==> src/rtl/queue_counter.sv <==
// queue_counter
//   Front end of the queue manager. Synchronises and debounces the entry and
//   exit sensors, keeps a saturating 0..7 count of waiting customers and holds
//   the active teller count. {pcount, tcount} addresses the waiting-time ROM.
//
// Ports
//   clk         system clock, rising edge
//   rst_n       asynchronous active-low reset
//   sens_in     raw entry sensor (asynchronous)
//   sens_out    raw exit/served sensor (asynchronous)
//   tellers     requested number of open tellers
//   tellers_ld  synchronous strobe, loads tellers into tcount
//   pcount      people waiting, 0..7
//   tcount      active tellers, 0..3
//   full        pcount == 7
//   empty       pcount == 0
//   err_ovf     one-cycle pulse, entry rejected because queue is full
//   err_unf     one-cycle pulse, exit rejected because queue is empty

module queue_counter #(
    parameter int unsigned DEB_CYCLES = 4
) (
    input  logic       clk,
    input  logic       rst_n,
    input  logic       sens_in,
    input  logic       sens_out,
    input  logic [1:0] tellers,
    input  logic       tellers_ld,
    output logic [2:0] pcount,
    output logic [1:0] tcount,
    output logic       full,
    output logic       empty,
    output logic       err_ovf,
    output logic       err_unf
);

    localparam logic [3:0] DcMax = 4'(DEB_CYCLES - 1);

    // Index 0 = entry sensor, index 1 = exit sensor.
    logic [1:0] raw;
    logic [1:0] s1_q, s2_q;
    logic [1:0] deb_q, deb_d;
    logic [3:0] dc_q [2];
    logic [3:0] dc_d [2];
    logic [1:0] ev;

    logic [2:0] pcount_q, pcount_d;
    logic [1:0] tcount_q, tcount_d;
    logic       err_ovf_q, err_ovf_d;
    logic       err_unf_q, err_unf_d;

    assign raw = {sens_out, sens_in};

    // Debounce: deb follows s2 only after DEB_CYCLES consecutive differing edges.
    always_comb begin
        deb_d = deb_q;
        ev    = 2'b00;
        for (int i = 0; i < 2; i++) begin
            dc_d[i] = 4'd0;
            if (s2_q[i] != deb_q[i]) begin
                if (dc_q[i] == DcMax) begin
                    deb_d[i] = s2_q[i];
                    // Only a rising debounced level is a customer event.
                    ev[i]    = s2_q[i];
                end else begin
                    dc_d[i] = dc_q[i] + 4'd1;
                end
            end
        end
    end

    // Saturating count; simultaneous entry and exit cancel with no error.
    always_comb begin
        pcount_d  = pcount_q;
        err_ovf_d = 1'b0;
        err_unf_d = 1'b0;
        if (ev[0] && !ev[1]) begin
            if (pcount_q != 3'd7) begin
                pcount_d = pcount_q + 3'd1;
            end else begin
                err_ovf_d = 1'b1;
            end
        end else if (ev[1] && !ev[0]) begin
            if (pcount_q != 3'd0) begin
                pcount_d = pcount_q - 3'd1;
            end else begin
                err_unf_d = 1'b1;
            end
        end
    end

    always_comb begin
        tcount_d = tcount_q;
        if (tellers_ld) begin
            tcount_d = tellers;
        end
    end

    always_ff @(posedge clk or negedge rst_n) begin
        if (!rst_n) begin
            s1_q      <= 2'b00;
            s2_q      <= 2'b00;
            deb_q     <= 2'b00;
            dc_q[0]   <= 4'd0;
            dc_q[1]   <= 4'd0;
            pcount_q  <= 3'd0;
            tcount_q  <= 2'd0;
            err_ovf_q <= 1'b0;
            err_unf_q <= 1'b0;
        end else begin
            s1_q      <= raw;
            s2_q      <= s1_q;
            deb_q     <= deb_d;
            dc_q[0]   <= dc_d[0];
            dc_q[1]   <= dc_d[1];
            pcount_q  <= pcount_d;
            tcount_q  <= tcount_d;
            err_ovf_q <= err_ovf_d;
            err_unf_q <= err_unf_d;
        end
    end

    assign pcount  = pcount_q;
    assign tcount  = tcount_q;
    assign full    = (pcount_q == 3'd7);
    assign empty   = (pcount_q == 3'd0);
    assign err_ovf = err_ovf_q;
    assign err_unf = err_unf_q;

endmodule

==> config.mk <==
export PLATFORM = sky130hd
export DESIGN_NAME = queue_counter
export DESIGN_NICKNAME = d
export VERILOG_FILES = /design/src/rtl/queue_counter.sv
export SDC_FILE = /design/constraint.sdc
export NUM_CORES = 1
export LEC_CHECK = 0
export CORE_MARGIN = 2
export CORE_UTILIZATION = 54
export CTS_BUF_LIST = sky130_fd_sc_hd__clkbuf_16
export CTS_CLUSTER_DIAMETER = 60
export DETAILED_ROUTE_END_ITERATION = 10
export GPL_TIMING_DRIVEN = 1
export HOLD_SLACK_MARGIN = 0.05
export PLACE_DENSITY = 0.78
export RECOVER_POWER = 50
export SETUP_SLACK_MARGIN = 0.2
export SLEW_MARGIN = 0
export SYNTH_ARGS = -nofsm -noshare
export SYNTH_HDL_FRONTEND = slang
export SYNTH_SLANG_ARGS = --single-unit
==> constraint.sdc <==
create_clock -name clk -period 4.75 [get_ports clk]
set_input_delay 0.95 -clock clk [delete_from_list [all_inputs] [get_ports clk]]
set_output_delay 0.95 -clock clk [all_outputs]
set_load 0.02 [all_outputs]
==> summary.txt, run 1 <==
Min path
  • Hold path cells: 0
  • Hold Path Class: flop to flop

Timing
  • Ratio of final minimum period to clock period: 0.5496
  • Max Freq: 383.1 MHz
  • Slew Viols, Final: 0
  • Slew HR: 0.4000
  • Tightest Pin Transition: 0.8970 ns
  • Min cycle time layout: 2.610 ns
  • Setup tns final: 0 ns
  • Worst Clk Skew: 0.002454 ns
  • Post-route setup slack: 2.140 ns
  • RSZ-0062 raised after global routing: no
  • Final Hold Fails: 0
  • Setup violations, final: 0

Yosys
  • Yosys top cell area share: 0.5433
  • Mapped Nets: 92
  • YS warnings: 0
  • Most frequent cell after synthesis: dfrtp_1
  • Register area share after synthesis: 0.5433
  • Commonest register cell after synthesis: dfrtp_1
  • Asr flop ratio synth: 1.000
  • Synth top area cells: dfrtp_1, ha_1, mux2_2
  • Post-synth EDFFs: 0
  • FF+latch count, synth: 21
  • Synth cell count leaders: dfrtp_1, nor2_1
  • Syn_area_per_cell: 12.09 µm²
  • Distinct cells, synth: 30
  • Post-Syn Area: 967.2 µm²
  • Dominant cell type by area after synthesis: dfrtp_1
  • Synth Instances: 80

Die
  • Die footprint: 0.002146 mm²
  • Die Wd: 46.32 µm
  • Row count: 15
  • Starting density of the core: 0.5663
  • I/O pin count: 16
  • Chip height: 46.32 µm
  • Core footprint: 0.001708 mm²

CTS
  • Resize count post-CTS: 0
  • Clock Pin Slew Worst Setup and Hold Paths: 0.06 ns
  • Post-CTS Setup Bufs: 0
  • H-Tree Depth: 1
  • Maximum root-to-sink buffer count: 2
  • Skew-Pair Late Insertion Delay: 0.25 ns
  • CTS tree: done
  • # hold bufs at CTS: 0
  • Root buffer cell: clkbuf_16
  • Total CTS buffers: 3
  • CTS Sinks: 21

Drt
  • Routed WL: 1589 µm
  • Final ANT Viol Nets: 0
  • Vias/cell: 5.138
  • DRT Pass-1 Iters: 3
  • Via count: 632
  • WL/cell: 12.92 µm
  • Remaining DRCs: 0
  • DR iter-0 viols: 3

Worst setup path
  • Crit path arrival time: 1.66 ns
  • Critical setup path kind: flop to output port
  • CP Capture Type: output port
  • Crit-path cells: nor3_1, clkdlybuf4s50_1
  • CP Max Fanout: 11
  • Startpoint Class: flop
  • CP required: 3.80 ns
  • Worst-path cell with the longest stage delay: clkdlybuf4s50_1
  • Max stage delay on crit path: 0.65 ns
  • Worst r2r path cells: 9

Global routing
  • Tot GR Track Use: 0.1825
  • Vias in the first global route: 589
  • Global route total overflow: 0
  • Initial antenna violation count: 0
  • Largest net degree at the start of global routing: 22
  • First-pass GRT wire length: 2704 µm

Final layout
  • Utilization after layout: 0.7106
  • Layout area overhead: 25.48%
  • Number of fill cells: 125
  • # diodes: 0
  • Final net count: 111
  • Share of layout cells above drive strength 1: 0.1020

Placed design
  • Count of buffers from port buffering: 15
  • RD Place Congestion: 0.7439
  • Placed wire-length estimate: 1129 µm
  • Worst slack after detailed placement: 2.318 ns

Power
  • Power density cells: 509.8 mW/mm²
  • Pleak: 0.5577 nW
  • Maximum vdd ir drop: 0.3719 mV

Run
  • Max Cap Viol: 0

Outcome
  • Status: completed
[through the flow]
stage	hold slack (ns)	cell area [µm²]	instances	total power, mW
after floorplan	0.3312	967.2	80	0.3749
after global placement	0.3330	1144	119	0.4386
after detailed placement	0.3372	1144	119	0.4467
after CTS	0.3499	1224	123	0.6262
after global routing	0.3543	1214	123	0.6602
final	0.3487	1214	123	0.6187
[layout by cell type, fill, tap and decap left out, types with 2 or more instances in the layout]
cell type,count
nand3_1,4
nor2_1,6
nand2_1,2
dlygate4sd3_1,4
dfrtp_1,21
clkbuf_16,3
nor2b_1,2
nor3_1,4
xor2_1,2
clkdlybuf4s50_1,11
o21ai_0,3
o21ai_1,3
ha_1,4
xnor2_1,2
nand3b_1,2
inv_1,3
and3_1,2
nor3b_1,2
mux2_2,4
[area by class of cell]
cell class	count	area, µm²	area share
sequential	21	525.5	0.4330
multi-input combinational	55	415.4	0.3423
timing repair buffer	15	150.1	0.1237
clock buffer	3	75.07	0.06186
tap	25	31.28	0.02577
inverter	3	11.26	0.009278
clock inverter	1	5.005	0.004124
[flip-flops by register name, summed over array words and instances, names as in the netlist]
| name | cells |
|---|---|
| dc_q | 8 |
| pcount | 3 |
| s1_q | 2 |
| err_unf | 1 |
| s2_q | 2 |
| deb_q | 2 |
| err_ovf | 1 |
| tcount | 2 |
[layer usage]
layer  up-vias  wire length [µm]  track usage  share of wire
li1        311                 -            -              -
met1       313               732       0.2720           0.46
met2         6               813       0.2528           0.51
met3         2                31      0.03529          0.020
met4         0                11      0.08571         0.0069
met5         -                 0            0              0
[final timing paths]
check | endpoint | slack, ns | startpoint
setup / recovery | empty | 2.14 | pcount[2]$_DFFE_PN0P_
hold / removal | s2_q[1]$_DFF_PN0_ | 0.35 | s1_q[1]$_DFF_PN0_
setup reg to reg | pcount[2]$_DFFE_PN0P_ | 2.19 | dc_q[4]$_DFF_PN0_
hold reg to reg | s2_q[1]$_DFF_PN0_ | 0.35 | s1_q[1]$_DFF_PN0_
max in group asynchronous | deb_q[0]$_DFFE_PN0P_ | 2.93 | rst_n
min in group asynchronous | dc_q[3]$_DFF_PN0_ | 1.27 | rst_n
[logic make-up (layout without fill, tap and decap cells)]
| family | count (synthesis) | after routing | synth area share |
|---|---|---|---|
| muxes | 6 | 6 | 0.06856 |
| and+or+nand+nor | 31 | 31 | 0.2031 |
| DFF | 21 | 21 | 0.5433 |
| buffers and inverters | 4 | 22 | 0.01681 |
| adders and majority gates | 5 | 5 | 0.07245 |
| AOI/OAI and AO/OA | 9 | 9 | 0.05949 |
| xor gates and xnor gates | 4 | 4 | 0.03623 |
[power breakdown]
| group | internal, mW | switching [mW] |
|---|---|---|
| Combinational | 0.0987 | 0.0946 |
| Sequential | 0.214 | 0.0373 |
| Clock | 0.113 | 0.0614 |
[critical path, delay by kind of cell, from the launching register on]
family,cells,cell delay [ns]
DFF,1,0.48
and+or+nand+nor,1,0.28
buffers and inverters,1,0.65
Power figures use the tool's default switching activity.
==> run 2: changes to the inputs <==
- CORE_UTILIZATION: 54 -> 51
- PLACE_DENSITY: 0.78 -> 0.74
- clock period: 4.75 -> 2.73 ns (I/O delays scaled with it)
==> summary.txt, run 2 (synthesis gave the netlist of run 1 again) <==
Global routing
  • Global route total overflow: 0 (unchanged)
  • Tot GR Track Use: 0.1643 (-0.01819)
  • Vias in the first global route: 599 (+1.7%)
  • Initial antenna violation count: 0 (unchanged)
  • First-pass GRT wire length: 2525 µm (-6.6%)
  • Largest net degree at the start of global routing: 22 (unchanged)

Final layout
  • Commonest cells after routing, fill and taps aside: dfrtp_1, clkdlybuf4s50_1, nor2_1
  • Layout area overhead: 28.85%
  • Number of fill cells: 129 (+3.2%)
  • Commonest non-fill, non-tap cell in the layout: dfrtp_1
  • Max reg flops: 8 (unchanged)
  • Finished Cell Area: 0.001246 mm² (+2.7%)
  • Multi-input logic area: 444.2 µm² (+6.9%)
  • Largest Register: dc_q
  • Storage cell area: 525.5 µm² (unchanged)
  • # diodes: 0 (unchanged)
  • Share of layout cells above drive strength 1: 0.1313 (+0.02927)
  • Final net count: 112 (+0.90%)
  • Utilization after layout: 0.7064 (-0.004240)

Timing
  • Slew HR: 0.2806 (-0.1194)
  • Tightest Pin Transition: 1.079 ns (+0.1821 ns)
  • Min cycle time layout: 2.374 ns
  • Setup violations, final: 0 (unchanged)
  • Final Hold Fails: 0 (unchanged)
  • RSZ-0062 raised after global routing: no
  • Max Freq: 421.3 MHz
  • Post-route setup slack: 0.3562 ns (-1.783 ns)
  • Worst Clk Skew: 0.0009719 ns (-0.001482 ns)
  • Ratio of final minimum period to clock period: 0.8695
  • Setup tns final: 0 ns (unchanged)
  • Slew Viols, Final: 0 (unchanged)

Power
  • Final Total Pwr: 1.088 mW (+76%)
  • Maximum vdd ir drop: 0.4739 mV (+27%)
  • Power density cells: 873.2 mW/mm² (+71%)
  • Sw Share: 0.3114 (-0.001054)
  • Combinational group share of total power: 0.322 (+0.010)
  • Cell Int Power: 0.7493 mW (+76%)
  • Clk network pwr share: 0.277 (-0.005)
  • Switching power: 0.3389 mW (+75%)
  • Sequential group share of total power: 0.401 (-0.005)
  • Pleak: 0.5663 nW (+1.5%)

Worst setup path
  • Crit path from: dc_q[4]$_DFF_PN0_
  • CP Max Fanout: 8 (-3)
  • CP required: 2.92 ns (-0.88 ns)
  • Startpoint Class: flop
  • Worst setup path end: pcount[2]$_DFFE_PN0P_
  • Critical setup path kind: flop to flop
  • Worst r2r path cells: 9 (unchanged)
  • R2r endpoint: pcount[2]$_DFFE_PN0P_
  • Crit path arrival time: 2.56 ns (+0.90 ns)
  • Worst R2R Start: dc_q[4]$_DFF_PN0_
  • Slack of the worst reg-to-reg path: 0.36 ns (-1.83 ns)
  • CP Capture Type: flop

CTS
  • Total CTS buffers: 3 (unchanged)
  • CTS Sinks: 21 (unchanged)
  • Skew-Pair Late Insertion Delay: 0.25 ns (about the same)
  • Clock Pin Slew Worst Setup and Hold Paths: 0.05 ns (about the same)
  • Root buffer cell: clkbuf_16
  • Post-CTS Setup Bufs: 0 (unchanged)
  • H-Tree Depth: 1 (unchanged)
  • Maximum root-to-sink buffer count: 2 (unchanged)
  • Resize count post-CTS: 0 (unchanged)
  • # hold bufs at CTS: 0 (unchanged)
  • CTS tree: done

Die
  • Chip height: 47.55 µm (+2.6%)
  • Row count: 15 (unchanged)
  • Starting density of the core: 0.5482 (-0.01807)
  • Die Wd: 47.55 µm (+2.6%)
  • Die footprint: 0.002261 mm² (+5.4%)
  • I/O pin count: 16 (unchanged)
  • Core footprint: 0.001764 mm² (+3.3%)

Placed design
  • RD Place Congestion: 0.7595 (+2.1%)
  • Placed instance area: 0.001151 mm² (+0.66%)
  • Placed wire-length estimate: 1142 µm (+1.2%)
  • Count of buffers from port buffering: 15 (unchanged)
  • Worst slack after detailed placement: 0.2521 ns (-2.066 ns)

Drt
  • Metal1 wirelength: 775 µm (+5.9%)
  • Final ANT Viol Nets: 0 (unchanged)
  • DR iter-0 viols: 8 (+5)
  • Met2 wire length: 767 µm (-5.7%)
  • Routed WL: 1604 µm (+0.94%)
  • Highest metal used: met3
  • Met3 wire len: 62 µm (+100%)
  • Remaining DRCs: 0 (unchanged)
  • WL/cell: 12.94 µm (+0.13%)
  • Vias/cell: 5.234 (+1.9%)
  • DRT Pass-1 Iters: 4 (+1)
  • Via count: 649 (+2.7%)

Outcome
  • Status: completed

Run
  • Max Cap Viol: 0 (unchanged)

Min path
  • Hold Path Class: flop to flop
## run 2: cell count changes in the layout (fill, tap and decap cells not counted), sizes merged
cell           previous run  this run
clkbuf                    3         4
dlygate4sd3               4         3
clkdlybuf4s50            11        12
## run 2: critical path, cell delays in order, from the launching register on
cell,delay [ns]
dfrtp_1,0.37
ha_1,0.19
nor3b_4,0.22
and3b_1,0.28
ha_4,0.21
inv_1,0.07
fa_1,0.43
and4bb_1,0.22
o21ai_1,0.15
o2111a_1,0.18
## run 2: worst min path at each step
stage / start / end / slack [ns] / cells past startpoint
2_1_floorplan: rst_n / dc_q[0]$_DFF_PN0_ / 0.25 / 0
3_3_place_gp: s1_q[1]$_DFF_PN0_ / s2_q[1]$_DFF_PN0_ / 0.33 / 0
3_5_place_dp: s1_q[0]$_DFF_PN0_ / s2_q[0]$_DFF_PN0_ / 0.35 / 0
4_1_cts: s1_q[0]$_DFF_PN0_ / s2_q[0]$_DFF_PN0_ / 0.36 / 0
5_1_grt: s1_q[1]$_DFF_PN0_ / s2_q[1]$_DFF_PN0_ / 0.36 / 0
6_report: s1_q[1]$_DFF_PN0_ / s2_q[1]$_DFF_PN0_ / 0.36 / 0
## run 2: per-stage QoR
| step | hold slack [ns] | instances |
|---|---|---|
| floorplan | 0.2504 | 80 |
| global placement | 0.3333 | 120 |
| detailed placement | 0.3451 | 120 |
| CTS | 0.3594 | 124 |
| global route | 0.3626 | 124 |
| finish | 0.3625 | 124 |
## run 2: routing by layer
metal	vias up	GRT usage
met3	0	0.04906
met4	0	0.06486
li1	321	-
met5	-	0
met2	12	0.2568
met1	316	0.2167
## run 2: power groups by stage
stage,clock (mW),sequential (mW),combinational (mW)
after CTS,0.308,0.437,0.351
after detailed placement,0,0.441,0.346
final,0.301,0.437,0.350
after global placement,0,0.437,0.335
after global routing,0.321,0.447,0.393
after floorplan,0,0.448,0.204
## run 2: area by class of cell
cell class / count / area share
multi-input cells: 55 / 0.3564
well taps: 25 / 0.02510
clock buffers: 3 / 0.06024
clock inverters: 1 / 0.004016
inverters: 3 / 0.009036
flip-flops and latches: 21 / 0.4217
repair buffers: 16 / 0.1235
==> run 3: changes to the inputs <==
- CORE_MARGIN: 2 -> unset
- REMOVE_ABC_BUFFERS: unset -> 1
==> summary.txt, run 3 (synthesis gave the netlist of run 1 again) <==
Power
  • Sequential group share of total power: 0.403 (+0.002)
  • Final Total Pwr: 1.085 mW (-0.30%)
  • Combinational group share of total power: 0.315 (-0.007)
  • Power density cells: 877.6 mW/mm² (+0.50%)
  • Clk network pwr share: 0.282 (+0.005)
  • Cell Int Power: 0.7447 mW (-0.61%)
  • Pleak: 0.5644 nW (-0.34%)
  • Sw Share: 0.3136 (+0.002124)
  • Switching power: 0.3402 mW (+0.38%)
  • Maximum vdd ir drop: 0.5817 mV (+23%)

CTS
  • H-Tree Depth: 1 (unchanged)
  • Maximum root-to-sink buffer count: 2 (unchanged)
  • Root buffer cell: clkbuf_16
  • Clock Pin Slew Worst Setup and Hold Paths: 0.05 ns (about the same)
  • CTS tree: done
  • Post-CTS Setup Bufs: 0 (unchanged)
  • Total CTS buffers: 3 (unchanged)
  • CTS Sinks: 21 (unchanged)
  • Skew-Pair Late Insertion Delay: 0.25 ns (about the same)

Placed design
  • Count of buffers from port buffering: 15 (unchanged)
  • Placed instance area: 0.001151 mm² (unchanged)
  • Placed wire-length estimate: 1119 µm (-2.0%)
  • Post-Place Cells: 120 (unchanged)
  • RD Place Congestion: 0.8017 (+5.6%)

Timing
  • Slew Viols, Final: 0 (unchanged)
  • Max Freq: 422.5 MHz (+0.29%)
  • RSZ-0062 raised after global routing: no
  • Setup tns final: 0 ns (unchanged)
  • Setup violations, final: 0 (unchanged)
  • Final Hold Fails: 0 (unchanged)
  • Ratio of final minimum period to clock period: 0.8670 (-0.002542)
  • Worst Clk Skew: 0.001504 ns (+0.0005324 ns)
  • Hold slack: 0.3458 ns (-0.01670 ns)
  • Tightest Pin Transition: 1.066 ns (-0.01342 ns)
  • Min cycle time layout: 2.367 ns (-0.006939 ns)
  • Slew HR: 0.2896 (+0.008948)

Min path
  • Hold path cells: 0 (unchanged)
  • Hold Path End: s2_q[1]$_DFF_PN0_
  • Min-delay src: s1_q[1]$_DFF_PN0_
  • Hold Path Class: flop to flop

Worst setup path
  • Critical setup path kind: flop to flop
  • CP required: 2.92 ns (about the same)
  • Crit-path cells: ha_1, nor3b_4, and3b_1, ha_2, inv_1, fa_1, and4b_1, o21bai_2, o2111a_1
  • Worst r2r path cells: 9 (unchanged)
  • Crit path arrival time: 2.56 ns (about the same)
  • CP Capture Type: flop
  • R2r endpoint: pcount[2]$_DFFE_PN0P_
  • Max stage delay on crit path: 0.42 ns (about the same)
  • Worst R2R Start: dc_q[4]$_DFF_PN0_
  • CP Max Fanout: 8 (unchanged)
  • Worst-path cell with the longest stage delay: fa_1
  • Crit path from: dc_q[4]$_DFF_PN0_
  • Slack of the worst reg-to-reg path: 0.36 ns (about the same)
  • Startpoint Class: flop

Drt
  • DRT Pass-1 Iters: 3 (-1)
  • WL/cell: 12.65 µm (-2.2%)
  • Remaining DRCs: 0 (unchanged)
  • DR iter-0 viols: 2 (-6)
  • Vias/cell: 5.040 (-3.7%)
  • Final ANT Viol Nets: 0 (unchanged)
  • Routed WL: 1568 µm (-2.2%)
  • Via count: 625 (-3.7%)

Global routing
  • Vias in the first global route: 598 (-0.17%)
  • First-pass GRT wire length: 2642 µm (+4.6%)
  • Initial antenna violation count: 0 (unchanged)
  • Global route total overflow: 0 (unchanged)
  • Largest net degree at the start of global routing: 22 (unchanged)
  • Tot GR Track Use: 0.1894 (+0.02510)

Final layout
  • Number of fill cells: 137 (+6.2%)
  • Commonest cells after routing, fill and taps aside: dfrtp_1, clkdlybuf4s50_1, nor2_1
  • Layout area overhead: 27.81%
  • Multi-input logic area: 434.2 µm² (-2.3%)
  • Share of layout cells above drive strength 1: 0.1313 (unchanged)
  • Final net count: 112 (unchanged)
  • Post-Layout Cell Count: 124 (unchanged)
  • Finished Cell Area: 0.001236 mm² (-0.80%)
  • Largest Register: dc_q
  • Storage cell area: 525.5 µm² (unchanged)
  • Max reg flops: 8 (unchanged)
  • Commonest non-fill, non-tap cell in the layout: dfrtp_1
  • # diodes: 0 (unchanged)

Outcome
  • Status: completed

Die
  • Row count: 15 (unchanged)
  • Die footprint: 0.002074 mm² (-8.2%)
  • Core footprint: 0.001745 mm² (-1.1%)
  • Chip height: 45.55 µm (-4.2%)
  • I/O pin count: 16 (unchanged)
  • Die Wd: 45.55 µm (-4.2%)
  • Starting density of the core: 0.5541 (+0.005895)

Run
  • Max Cap Viol: 0 (unchanged)
==> run 3: cell counts in the layout (fill, tap and decap cells not counted) <==
Identical to the previous run, type by type.
==> run 3: through the flow <==
stage / setup WS, ns / utilization
detailed placement: 0.3320 / 0.6595
floorplan: 0.5382 / -
CTS: 0.3154 / 0.7054
global placement: 0.4179 / 0.6595
global route: 0.1717 / 0.7082
finish: 0.3631 / 0.7082
==> run 3: what timing repair did <==
action,4_1_cts,5_1_grt
gates resized for setup,0,2
endpoints found under the setup margin,0,2
hold buffers,0,0
==> run 3: power groups by stage <==
| stage | combinational [mW] | clock, mW | sequential [mW] |
|---|---|---|---|
| 5_1_grt | 0.391 | 0.323 | 0.449 |
| 3_5_place_dp | 0.342 | 0 | 0.442 |
| 6_report | 0.342 | 0.306 | 0.437 |
| 2_1_floorplan | 0.201 | 0 | 0.450 |
| 3_3_place_gp | 0.335 | 0 | 0.438 |
| 4_1_cts | 0.345 | 0.313 | 0.437 |
==> run 3: final cells by class <==
| type | count | share of cell area |
|---|---|---|
| Clock buffer | 3 | 0.06073 |
| Clock inverter | 1 | 0.004049 |
| Inverter | 3 | 0.009109 |
| Multi-Input combinational cell | 55 | 0.3512 |
| Sequential cell | 21 | 0.4251 |
| Tap cell | 25 | 0.02530 |
| Timing Repair Buffer | 16 | 0.1245 |
==> run 3: layer usage <==
metal  vias to the layer above  share of wire  track usage
met2                        10           0.47       0.2629
met4                         0          0.034       0.1455
met1                       295           0.46       0.2513
met3                         5          0.031      0.04762
li1                        315              -            -
met5                         -              0            0
==> run 3: worst max-delay path by stage <==
stage                                       end  slack [ns]  cells past startpoint
after global routing      pcount[2]$_DFFE_PN0P_        0.17                      9
final                     pcount[2]$_DFFE_PN0P_        0.36                      9
after floorplan           pcount[2]$_DFFE_PN0P_        0.54                      9
after CTS                 pcount[2]$_DFFE_PN0P_        0.32                      9
after detailed placement  pcount[2]$_DFFE_PN0P_        0.33                      9
after global placement    pcount[2]$_DFFE_PN0P_        0.42                      9
==> run 3: worst max-delay path: cells and delay by family (launching register included) <==
kind                       cells  cell delay, ns
adders and majority gates      3            0.86
and+or+nand+nor                3            0.67
AOI/OAI and AO/OA              2            0.32
buffers and inverters          1            0.08
DFF                            1            0.37
